File: config.mk
export PLATFORM = sky130hd
export DESIGN_NAME = seq_gen_flat
export DESIGN_NICKNAME = d
export VERILOG_FILES = /design/src/rtl/seq_gen_if.sv /design/src/rtl/seq_gen.sv /design/src/flat_wrapper.sv
export SDC_FILE = /design/constraint.sdc
export NUM_CORES = 1
export LEC_CHECK = 0
export CAP_MARGIN = 0
export CELL_PAD_IN_SITES_DETAIL_PLACEMENT = 1
export CELL_PAD_IN_SITES_GLOBAL_PLACEMENT = 1
export CORE_UTILIZATION = 38
export CTS_BUF_LIST = sky130_fd_sc_hd__clkbuf_2
export CTS_CLUSTER_DIAMETER = 30
export DETAILED_ROUTE_END_ITERATION = 7
export PLACE_DENSITY_LB_ADDON = 0.25
export SKIP_LAST_GASP = 1
export SYNTH_ARGS = -nofsm -noshare
export SYNTH_HDL_FRONTEND = slang
export SYNTH_SLANG_ARGS = --single-unit
File: constraint.sdc
create_clock -name clock -period 1.8 [get_ports clock]
set_input_delay 0.45 -clock clock [delete_from_list [all_inputs] [get_ports clock]]
set_output_delay 0.45 -clock clock [all_outputs]
set_load 0.05 [all_outputs]
File: src/rtl/seq_gen_if.sv
// Handshake and serial-output bundle for seq_gen.
interface seq_gen_if #(
  parameter int WIDTH = 8
);
  logic             load;
  logic [WIDTH-1:0] data_in;
  logic             ready;
  logic             out_bit;
  logic             out_valid;
  logic             done;

  modport master (output load, data_in, input ready, out_bit, out_valid, done);
  modport slave  (input load, data_in, output ready, out_bit, out_valid, done);
endinterface

File: src/rtl/seq_gen.sv
// Serial frame transmitter: preamble, MSB-first payload, optional even parity.
// Define SEQ_GEN_PARITY_EN to append the parity bit (adds the PAR state).
module seq_gen #(
  parameter int                 WIDTH    = 8,
  parameter int                 PRE_LEN  = 3,
  parameter logic [PRE_LEN-1:0] PREAMBLE = 3'b101
) (
  input  logic      clock,
  input  logic      reset,
  seq_gen_if.slave  bus
);
  localparam int CW = $clog2(PRE_LEN + WIDTH + 2);

  typedef enum logic [1:0] {
    IDLE,
    PRE,
`ifdef SEQ_GEN_PARITY_EN
    DATA,
    PAR
`else
    DATA
`endif
  } state_t;

  state_t             state, state_n;
  logic [CW-1:0]      cnt, cnt_n;
  logic [WIDTH-1:0]   shreg, shreg_n;
  logic [PRE_LEN-1:0] pre_sr, pre_sr_n;
  logic               ready_q, ready_n;
  logic               out_bit_q, out_bit_n;
  logic               out_valid_q, out_valid_n;
  logic               done_q, done_n;
`ifdef SEQ_GEN_PARITY_EN
  logic               par, par_n;
`endif

  always_ff @(posedge clock) begin
    if (reset) begin
      state       <= IDLE;
      cnt         <= '0;
      shreg       <= '0;
      pre_sr      <= '0;
      ready_q     <= 1'b1;
      out_bit_q   <= 1'b0;
      out_valid_q <= 1'b0;
      done_q      <= 1'b0;
`ifdef SEQ_GEN_PARITY_EN
      par         <= 1'b0;
`endif
    end else begin
      state       <= state_n;
      cnt         <= cnt_n;
      shreg       <= shreg_n;
      pre_sr      <= pre_sr_n;
      ready_q     <= ready_n;
      out_bit_q   <= out_bit_n;
      out_valid_q <= out_valid_n;
      done_q      <= done_n;
`ifdef SEQ_GEN_PARITY_EN
      par         <= par_n;
`endif
    end
  end

  // Outputs are computed one cycle ahead: state names the bit currently on the line.
  always_comb begin
    state_n     = state;
    cnt_n       = cnt;
    shreg_n     = shreg;
    pre_sr_n    = pre_sr;
    ready_n     = ready_q;
    out_bit_n   = out_bit_q;
    out_valid_n = out_valid_q;
    done_n      = 1'b0;
`ifdef SEQ_GEN_PARITY_EN
    par_n       = par;
`endif
    case (state)
      IDLE: begin
        ready_n     = 1'b1;
        out_bit_n   = 1'b0;
        out_valid_n = 1'b0;
        if (bus.load) begin
          shreg_n     = bus.data_in;
`ifdef SEQ_GEN_PARITY_EN
          par_n       = ^bus.data_in;
`endif
          state_n     = PRE;
          cnt_n       = '0;
          ready_n     = 1'b0;
          out_valid_n = 1'b1;
          out_bit_n   = PREAMBLE[PRE_LEN-1];
          pre_sr_n    = PREAMBLE << 1;
        end
      end
      PRE: begin
        if (cnt == CW'(PRE_LEN - 1)) begin
          state_n   = DATA;
          cnt_n     = '0;
          out_bit_n = shreg[WIDTH-1];
          shreg_n   = shreg << 1;
        end else begin
          cnt_n     = cnt + 1'b1;
          out_bit_n = pre_sr[PRE_LEN-1];
          pre_sr_n  = pre_sr << 1;
        end
      end
      DATA: begin
        if (cnt == CW'(WIDTH - 1)) begin
          cnt_n = '0;
`ifdef SEQ_GEN_PARITY_EN
          state_n   = PAR;
          out_bit_n = par;
`else
          state_n     = IDLE;
          out_bit_n   = 1'b0;
          out_valid_n = 1'b0;
          done_n      = 1'b1;
          ready_n     = 1'b1;
`endif
        end else begin
          cnt_n     = cnt + 1'b1;
          out_bit_n = shreg[WIDTH-1];
          shreg_n   = shreg << 1;
        end
      end
`ifdef SEQ_GEN_PARITY_EN
      PAR: begin
        state_n     = IDLE;
        out_bit_n   = 1'b0;
        out_valid_n = 1'b0;
        done_n      = 1'b1;
        ready_n     = 1'b1;
      end
`endif
      default: state_n = IDLE;
    endcase
  end

  assign bus.ready     = ready_q;
  assign bus.out_bit   = out_bit_q;
  assign bus.out_valid = out_valid_q;
  assign bus.done      = done_q;
endmodule

File: src/flat_wrapper.sv
// flat-port wrapper written by rule: the top's interface ports become plain ports
module seq_gen_flat 
#(
  parameter int                 WIDTH    = 8,
  parameter int                 PRE_LEN  = 3,
  parameter logic [PRE_LEN-1:0] PREAMBLE = 3'b101
)
  (clock, reset, bus_load, bus_data_in, bus_ready, bus_out_bit, bus_out_valid, bus_done);
  seq_gen_if #(.WIDTH(WIDTH)) bus_i ();
  input  logic clock;
  input  logic reset;
  input wire logic [$bits(bus_i.load)-1:0] bus_load;
  input wire logic [$bits(bus_i.data_in)-1:0] bus_data_in;
  output wire logic [$bits(bus_i.ready)-1:0] bus_ready;
  output wire logic [$bits(bus_i.out_bit)-1:0] bus_out_bit;
  output wire logic [$bits(bus_i.out_valid)-1:0] bus_out_valid;
  output wire logic [$bits(bus_i.done)-1:0] bus_done;
  assign bus_i.load = bus_load;
  assign bus_i.data_in = bus_data_in;
  assign bus_ready = bus_i.ready;
  assign bus_out_bit = bus_i.out_bit;
  assign bus_out_valid = bus_i.out_valid;
  assign bus_done = bus_i.done;
  seq_gen #(.WIDTH(WIDTH), .PRE_LEN(PRE_LEN), .PREAMBLE(PREAMBLE)) u_core (.clock(clock), .reset(reset), .bus(bus_i));
endmodule
==> results.tsv, run 1 <==
metric	value	unit
outcome	finished with violations	
failing checks	setup timing	
Seq/Total Area, Yosys	36.2	%
RSZ-0062 raised after global routing	yes	
Gate Count Post-Synth	125	
critical path data required time	2060	ps
Fill cells	312	
# H-tree levels	1	
post-route ant nets	0	
Final Core Density	57.0	%
Slew headroom	80.4	%
register bit count reported by yosys	20	
PD cells	760	nW/um2
clk sinks	20	
Max stage delay cell, worst path	or3b_4	
largest area contributor in the netlist	dfxtp_1	
Hold Fails Final Rpt	0	
Overflow after GRT	0	
Die Width	55.9	um
DR pass1 iterations	4	
Remaining DRCs	0	
Static Leak	0.636	nW
PnR worst setup slack	-102	ps
critical-path cell list	inv_2, ha_4, or3b_4, a2111oi_4, buf_4, buf_12, buf_12, nor2_4, a211oi_2	
critical path class	flop to flop	
initial core utilization	40.1	%
number of synthesized flops with an enable pin	0	
Synth area leaders	dfxtp_1 (36%), ha_1 (7.9%), mux2i_1 (7.2%)	
Port-buffer cells	14	
type of the tightest min-delay check	flop to flop	
top post-synthesis cells by count	dfxtp_1 (20), nor2_1 (19), mux2i_1 (8)	
syn nets	143	
row count	19	
Slew @ Worst Pin	291	ps
CTS root buf	clkbuf_2	
met2 usage	38.4	%
Max Freq	526	MHz
Syn Area/Cell	8.84	um2
area grow syn2layout	42.4	%
Worst-Skew Late Latency	320	ps
antenna violations before repair	0	
IO Pins	15	
MaxCap Viol Count	0	
Setup crit start kind	flop	
Inserted Clock Buffers	3	
endpoints failing setup	8	
top cell type's share of synthesized area	36.2	%
CTS tree	yes	
fin crit period	1900	ps
via count of the first global-routing pass	1141	
die height	55.9	um
final worst path period share	106	%
Placer Congestion	0.796	
multi-input combinational cell area	724	um2
most frequent cell after synthesis	dfxtp_1	
met3 usage	6.28	%
Crit path arrival time	2170	ps
clock-pin slew on the worst setup and hold paths	190	ps
HP Start	u_core.pre_sr[1]$_SDFFE_PP0P_	
Non-Filler Instances	194	
post-synthesis cell type count	33	
Syn. warnings	0	
reg2reg end	u_core.shreg[3]$_SDFFE_PP0P_	
final clock skew	4.53	ps
R2R Path Start	u_core.cnt[0]$_SDFFE_PP0P_	
ys async rst share	0	%
Ant. Diodes	0	
Worst R2R Setup Slack	-100	ps
R2R cell count	9	
Cells after DPL	185	
worst hold slack	505	ps
1st-iter DRT viols	17	
pin count of the biggest net entering global routing	16	
Die ar.	3130	um2
vias	1055	
CP peak stage delay	400	ps
final-report max-slew violation count	0	
most numerous cell on the critical path	buf_12	
share of cells above drive strength 1	33.7	%
Post-Route WL	3.31	mm
total core area	2760	um2
GRT Util Overall	22.0	%
post-synth design cell area	1100	um2
WL/cell	17.0	um
first-pass GRT wire length	5.29	mm
deepest clock path buffer count	2	
HPWL Detailed	2.34	mm
fin area	1570	um2
Synth Flop Type	dfxtp_1	
FF/Latch Area	404	um2
placed cell area	1460	um2
vias per inst	5.44	
Critical Path Fanout Max	7	
IR drop worst, VDD	0.538	mV
Final #Nets	182	
Worst Setup End Kind	flop	
WHS Path Cells	2	
Top Usage Layer GRT	met2	
Global Route met1 Usage	25.8	%
hold endpoint	u_core.pre_sr[1]$_SDFFE_PP0P_	
worst max-delay path by stage:
stage	startpoint	endpoint	slack [ps]	cells after the start
after floorplan	u_core.cnt[0]$_SDFFE_PP0P_	u_core.shreg[0]$_SDFFE_PP0P_	-30	7
after global placement	bus_load	u_core.shreg[7]$_SDFFE_PP0P_	-50	6
after detailed placement	bus_load	u_core.shreg[5]$_SDFFE_PP0P_	-110	6
after CTS	u_core.cnt[0]$_SDFFE_PP0P_	u_core.shreg[6]$_SDFFE_PP0P_	-100	7
after global routing	u_core.cnt[0]$_SDFFE_PP0P_	u_core.shreg[3]$_SDFFE_PP0P_	-190	9
final	u_core.cnt[0]$_SDFFE_PP0P_	u_core.shreg[3]$_SDFFE_PP0P_	-100	9
cell type report:
class                      instances  share of cell area [%]
clock inverter                     1                   0.239
inverter                           4                   0.955
clock buffer                       3                   0.955
multi-input combinational         95                    46.1
tap                               31                    2.47
timing repair buffer              40                    23.6
sequential                        20                    25.7
stage by stage:
stage | total power, W | setup WS, ps | TNS (ps)
3_3_place_gp | 0.000903 | -48.1 | -237
6_report | 0.00120 | -102 | -488
2_1_floorplan | 0.000783 | -30.0 | -85.6
5_1_grt | 0.00126 | -189 | -1280
3_5_place_dp | 0.000924 | -107 | -601
4_1_cts | 0.00113 | -97.9 | -505
placed cells by master, fill, tap and decap left out, types with 2 or more instances in the layout:
cell / n
nor2_4: 2
o21ai_0: 5
a211oi_2: 6
buf_12: 2
buf_4: 26
ha_1: 5
nand2_1: 5
nand2b_1: 5
dfxtp_1: 17
nor3_1: 4
clkbuf_2: 3
mux2i_1: 8
nand3_1: 5
a31oi_1: 3
dfxtp_2: 3
nand4b_1: 2
clkdlybuf4s50_1: 10
a21oi_1: 6
nor2_1: 17
inv_1: 3
nand3b_1: 2
layer usage:
metal | share of wire [%] | wire (um)
met1 | 42 | 1390
met2 | 53 | 1750
met3 | 2.7 | 90
met4 | 2.3 | 75
met5 | 0 | 0
state kept, by name, indices dropped and copies added (netlist names):
register / count
u_core.shreg: 8
u_core.pre_sr: 2
u_core.bus.out_bit: 1
u_core.bus.out_valid: 1
u_core.bus.ready: 1
u_core.bus.done: 1
u_core.state: 2
u_core.cnt: 4
critical path: cells and delay by family, from the launching register on:
| kind | cells | cell delay [ps] |
|---|---|---|
| AOI/OAI and AO/OA | 2 | 440 |
| adders and majority gates | 1 | 130 |
| buffers and inverters | 4 | 490 |
| DFF | 1 | 360 |
| and+or+nand+nor | 2 | 430 |
timing repair:
| action | 4_1_cts | 5_1_grt |
|---|---|---|
| hold endpoints to repair | 0 | 0 |
| pin swaps | 0 | 6 |
| gates cloned | 0 | 1 |
| setup buffers | 1 | 3 |
| endpoints found under the setup margin | 7 | 11 |
| gates resized for setup | 0 | 8 |
| hold buffers | 0 | 0 |
report_power, final:
| part | switching (W) | internal [W] | total, W |
|---|---|---|---|
| registers | 0.0000346 | 0.000491 | 0.000526 |
| logic | 0.000239 | 0.000240 | 0.000479 |
| clock network | 0.000142 | 0.0000483 | 0.000191 |
kinds of logic after synthesis:
family | share of synthesized area [%]
DFF | 36.2
and+or+nand+nor | 24.0
AOI/OAI and AO/OA | 19.5
adders and majority gates | 7.93
buffers and inverters | 4.08
muxes | 8.27
Power figures use the tool's default switching activity.
==> run 2: changes to the inputs <==
- GPL_TIMING_DRIVEN: unset -> 0
==> run 2 against run 1 <==
The flow still finishes with violations (setup timing). Sequential power about the same. Cell count shrank 7.7%. Via count is 2.8% lower. Sequential cell count unchanged. Clock power grew 83%. Setup slack improved by 12 ps. Global-route usage shrank 0.61 points. Die area unchanged. Critical path type unchanged. Critical endpoint is now u_core.shreg[2]$_SDFFE_PP0P_. Largest cell class unchanged. Largest power group unchanged.
==> results.tsv, run 2 (same netlist as run 1, synthesis figures left out) <==
metric	value	unit	change
HP Start	u_core.shreg[3]$_SDFFE_PP0P_		
clock-pin slew on the worst setup and hold paths	210	ps	+20 ps
clk sinks	20		unchanged
R2R Path Start	u_core.cnt[0]$_SDFFE_PP0P_		
CTS root buf	clkbuf_2		
Hold Fails Final Rpt	0		unchanged
Slew headroom	59.3	%	-21 points
Largest register FFs	8		unchanged
GRT Util Overall	21.4	%	-0.61 points
fin crit period	1890	ps	-12.2 ps
endpoints failing setup	8		unchanged
post-route ant nets	0		unchanged
Die ar.	3130	um2	unchanged
worst hold slack	509	ps	+4.08 ps
Inserted Clock Buffers	3		unchanged
WL/cell	16.8	um	-1.3%
RSZ-0062 raised after global routing	yes		
PD cells	862	nW/um2	+13%
Static Leak	0.561	nW	-12%
Overflow after GRT	0		unchanged
area grow syn2layout	36.2	%	
pin count of the biggest net entering global routing	13		-3
Crit path arrival time	2170	ps	about the same
biggest regs	u_core.shreg (8), u_core.cnt (4)		
Ant. Diodes	0		unchanged
PnR worst setup slack	-89.6	ps	+12.2 ps
1st-iter DRT viols	25		+8
Port-buffer cells	14		unchanged
share of cells above drive strength 1	31.8	%	-2.0 points
commonest cells after routing, fill and taps aside	dfxtp_1 (16), nor2_1 (13), clkdlybuf4s50_1 (10), mux2i_1 (8)		
# H-tree levels	1		unchanged
critical path startpoint	u_core.cnt[0]$_SDFFE_PP0P_		
HPWL Detailed	2.11	mm	-10%
Post-Route WL	3.01	mm	-9.0%
final clock skew	5.36	ps	+0.828 ps
via count of the first global-routing pass	1135		-0.53%
Biggest register	u_core.shreg		
vias per inst	5.73		+5.3%
CTS tree	yes		
CTS hold repair buffers	0		unchanged
deepest clock path buffer count	2		unchanged
Final #Nets	167		-8.2%
final worst path period share	105	%	-0.68 points
commonest non-fill, non-tap cell in the layout	dfxtp_1		
first-pass GRT wire length	5.18	mm	-2.1%
Worst Setup End Kind	flop		
type of the tightest min-delay check	flop to flop		
final-report max-slew violation count	0		unchanged
Die Width	55.9	um	unchanged
DR pass1 iterations	4		unchanged
Setup crit start kind	flop		
Critical Path Fanout Max	5		-2
die height	55.9	um	unchanged
Remaining DRCs	0		unchanged
failing checks	setup timing		
IO Pins	15		unchanged
Worst-Skew Late Latency	340	ps	+20 ps
critical path data required time	2080	ps	+20 ps
outcome	finished with violations		
MaxCap Viol Count	0		unchanged
antenna violations before repair	0		unchanged
critical path class	flop to flop		
initial core utilization	40.1	%	unchanged
IR drop worst, VDD	0.534	mV	-0.80%
Place WS	-433	ps	-326 ps
Placer Congestion	0.789		-0.79%
Slew @ Worst Pin	609	ps	+318 ps
total core area	2760	um2	unchanged
vias	1025		-2.8%
Max Freq	529	MHz	+0.65%
row count	19		unchanged
-- run 2: changes by cell type in the layout (fill, tap and decap cells not counted), sizes merged --
cell	change
buf	-21
dlygate4sd2	+4
clkbuf	+2
bufinv	+1
clkinv	-1
-- run 2: cell type report --
class / count / area, um2
flip-flops and latches: 20 / 413
clock buffers: 3 / 15.0
repair buffers: 20 / 180
plain buffers: 5 / 35.0
inverters: 4 / 15.0
fillers: 321 / 1250
well taps: 31 / 38.8
multi-input cells: 95 / 778
clock inverters: 1 / 30.0
-- run 2: report_power, final --
| group | internal [W] | switching [W] | leakage (nW) | total (W) |
|---|---|---|---|---|
| Combinational | 0.000188 | 0.000235 | 0.367 | 0.000423 |
| Sequential | 0.000489 | 0.0000365 | 0.167 | 0.000526 |
| Clock | 0.000192 | 0.000157 | 0.0266 | 0.000349 |
-- run 2: worst max-delay path, stage by stage (launching register included) --
cell and delay [ps]:
dfxtp_2 380, inv_2 70, ha_4 120, or3b_4 390, a2111oi_4 430, buf_6 210, nor2_4 50, a211oi_2 170
-- run 2: repair_timing --
action                     in CTS  in global routing
pin swaps                       7                  4
gates cloned                    1                  0
buffers inserted                5                  0
resized for setup              18                 16
setup endpoints to repair      18                 14
-- run 2: metrics by stage --
stage / power (W) / instances / utilization (%) / setup TNS, ps / area (um2)
finish: 0.00130 / 179 / 54.6 / -411 / 1510
global route: 0.00136 / 179 / 54.6 / -1310 / 1510
CTS: 0.00127 / 179 / 52.2 / -742 / 1440
detailed placement: 0.000887 / 170 / 48.1 / -3900 / 1330
global placement: 0.000867 / 170 / 48.1 / -3210 / 1330
floorplan: 0.000783 / 125 / - / -85.6 / 1150
-- run 2: routing by layer --
layer | wire (um) | GRT usage (%) | vias to the layer above | part of all wire (%)
met4 | 46 | 9.06 | 0 | 1.5
li1 | - | - | 496 | -
met2 | 1590 | 39.8 | 11 | 53
met3 | 37 | 2.09 | 5 | 1.2
met1 | 1340 | 24.9 | 513 | 44
met5 | 0 | 0 | - | 0
-- run 2: final timing paths --
check | end | slack (ps) | cells after the start
max | u_core.shreg[2]$_SDFFE_PP0P_ | -90 | 7
min | u_core.shreg[3]$_SDFFE_PP0P_ | 510 | 2
min reg2reg | u_core.shreg[3]$_SDFFE_PP0P_ | 510 | 2
max reg2reg | u_core.shreg[2]$_SDFFE_PP0P_ | -90 | 7
==> run 3: changes to the inputs <==
- CORE_UTILIZATION: 38 -> 37
==> run 3 against run 2 <==
The flow still finishes with violations (setup timing). Register-to-register slack got worse by 50 ps. Sequential power about the same. Sequential cell count unchanged. Design area increased by 1.3%. Die area increased by 2.6%. Highest routed layer unchanged. Critical endpoint is now u_core.shreg[0]$_SDFFE_PP0P_. Hold slack got worse by 4.0 ps. Core utilization increased by 0.25 points. Clock power decreased by 3%.
==> results.tsv, run 3 (same netlist as run 1, synthesis figures left out) <==
metric	value	unit	change
Ant. Diodes	0		unchanged
vias	1019		-0.59%
final clock skew	9.47	ps	+4.11 ps
commonest non-fill, non-tap cell in the layout	dfxtp_1		
clk sinks	20		unchanged
DR pass1 iterations	4		unchanged
Biggest register	u_core.shreg		
IO Pins	15		unchanged
Fill cells	313		-2.5%
failing checks	setup timing		
power share of the combinational group	33.6	%	+1.0 points
HPWL Detailed	2.01	mm	-4.5%
initial core utilization	39.7	%	-0.34 points
Worst-Skew Late Latency	320	ps	-20 ps
RSZ-0062 raised after global routing	yes		
Overflow after GRT	0		unchanged
Final Core Density	54.8	%	+0.25 points
die height	56.6	um	+1.3%
Die ar.	3210	um2	+2.6%
Worst R2R Setup Slack	-140	ps	-50 ps
type of the tightest min-delay check	flop to flop		
GRT Util Overall	20.4	%	-0.95 points
Placer Congestion	0.775		-1.8%
PD cells	854	nW/um2	-0.90%
area grow syn2layout	38.1	%	
Post-Route WL	3.03	mm	+0.60%
Static Leak	0.583	nW	+4.0%
CTS tree	yes		
Hold Fails Final Rpt	0		unchanged
Slew @ Worst Pin	629	ps	+20.0 ps
endpoints failing setup	10		+2
Largest register FFs	8		unchanged
Remaining DRCs	0		unchanged
critical path class	flop to flop		
deepest clock path buffer count	2		unchanged
worst hold slack	505	ps	-4.01 ps
WHS Path Cells	2		unchanged
outcome	finished with violations		
clock-pin slew on the worst setup and hold paths	210	ps	about the same
NetSw	0.000422	W	-1.5%
CTS hold repair buffers	0		unchanged
1st-iter DRT viols	26		+4.0%
Slew headroom	58.0	%	-1.3 points
final-report max-slew violation count	0		unchanged
fin area	1530	um2	+1.3%
pin count of the biggest net entering global routing	13		unchanged
row count	19		unchanged
Port-buffer cells	14		unchanged
vias per inst	5.57		-2.8%
Setup crit start kind	flop		
biggest regs	u_core.shreg (8), u_core.cnt (4)		
Crit path arrival time	2150	ps	-20 ps
setup_tns	-767	ps	-356 ps
# H-tree levels	1		unchanged
Switching Share	32.4	%	-0.64 points
first-pass GRT wire length	5.06	mm	-2.1%
Die Width	56.6	um	+1.3%
Worst Setup End Kind	flop		
Internal	0.000881	W	+1.4%
MaxCap Viol Count	0		unchanged
via count of the first global-routing pass	1116		-1.7%
critical path data required time	2010	ps	-70 ps
Inserted Clock Buffers	3		unchanged
antenna violations before repair	0		unchanged
R2R cell count	7		unchanged
Critical Path Fanout Max	4		-1
Max Freq	515	MHz	-2.6%
share of cells above drive strength 1	32.2	%	+0.48 points
Flop pwr share	40.4	%	about the same
PnR worst setup slack	-140	ps	-50.6 ps
WL/cell	16.6	um	-1.6%
IR drop worst, VDD	0.591	mV	+11%
CTS root buf	clkbuf_2		
Power, Total	0.00130	W	+0.42%
Final #Nets	171		+2.4%
post-route ant nets	0		unchanged
total core area	2780	um2	+0.86%
fin crit period	1940	ps	+50.6 ps
final worst path period share	108	%	+2.8 points
Clk pwr share	26.0	%	-0.9 points
commonest cells after routing, fill and taps aside	dfxtp_1 (16), nor2_1 (15), buf_4 (10), clkdlybuf4s50_1 (10), mux2i_1 (8)		
placed cell area	1330	um2	unchanged
## run 3: per-layer routing
metal / vias to the layer above / part of all wire [%] / global-route usage (%)
li1: 504 / - / -
met1: 498 / 45 / 23.5
met2: 13 / 52 / 37.3
met3: 4 / 1.9 / 2.30
met4: 0 / 0.79 / 9.41
met5: - / 0 / 0
## run 3: final timing paths
check / startpoint / end
worst min register to register: u_core.shreg[3]$_SDFFE_PP0P_ / u_core.shreg[3]$_SDFFE_PP0P_
worst max register to register: u_core.cnt[0]$_SDFFE_PP0P_ / u_core.shreg[0]$_SDFFE_PP0P_
worst min-delay path: u_core.shreg[3]$_SDFFE_PP0P_ / u_core.shreg[3]$_SDFFE_PP0P_
worst max-delay path: u_core.cnt[0]$_SDFFE_PP0P_ / u_core.shreg[0]$_SDFFE_PP0P_
## run 3: repair_timing
action,CTS,global route
setup buffers,6,4
gates resized for setup,22,12
hold endpoints to repair,0,0
gates cloned,1,0
pin swaps,7,5
endpoints found under the setup margin,18,14
## run 3: stage by stage
step,setup WS (ps),std cells
finish,-140,183
global route,-186,183
CTS,-82.7,180
detailed placement,-361,170
global placement,-334,170
floorplan,-30.0,125
## run 3: final cells by class
class / instances / area (um2) / area share, %
inverters: 4 / 15.0 / 0.984
repair buffers: 24 / 214 / 14.0
clock inverters: 1 / 30.0 / 1.97
flip-flops and latches: 20 / 413 / 27.1
plain buffers: 5 / 33.8 / 2.21
multi-input cells: 95 / 766 / 50.2
clock buffers: 3 / 15.0 / 0.984
well taps: 31 / 38.8 / 2.54
## run 3: power groups by stage
| stage | Sequential, W | Clock [W] | Combinational, W |
|---|---|---|---|
| floorplan | 0.000551 | 0 | 0.000232 |
| global placement | 0.000529 | 0 | 0.000339 |
| detailed placement | 0.000533 | 0 | 0.000350 |
| CTS | 0.000524 | 0.000349 | 0.000409 |
| global route | 0.000532 | 0.000368 | 0.000477 |
| finish | 0.000526 | 0.000339 | 0.000438 |
## run 3: critical path, cell delays in order, from the launching register on
cell and delay, ps:
dfxtp_2 370, inv_2 70, ha_4 140, or3b_4 390, a2111oi_4 460, buf_4 220, nand2b_4 130, a21oi_2 50
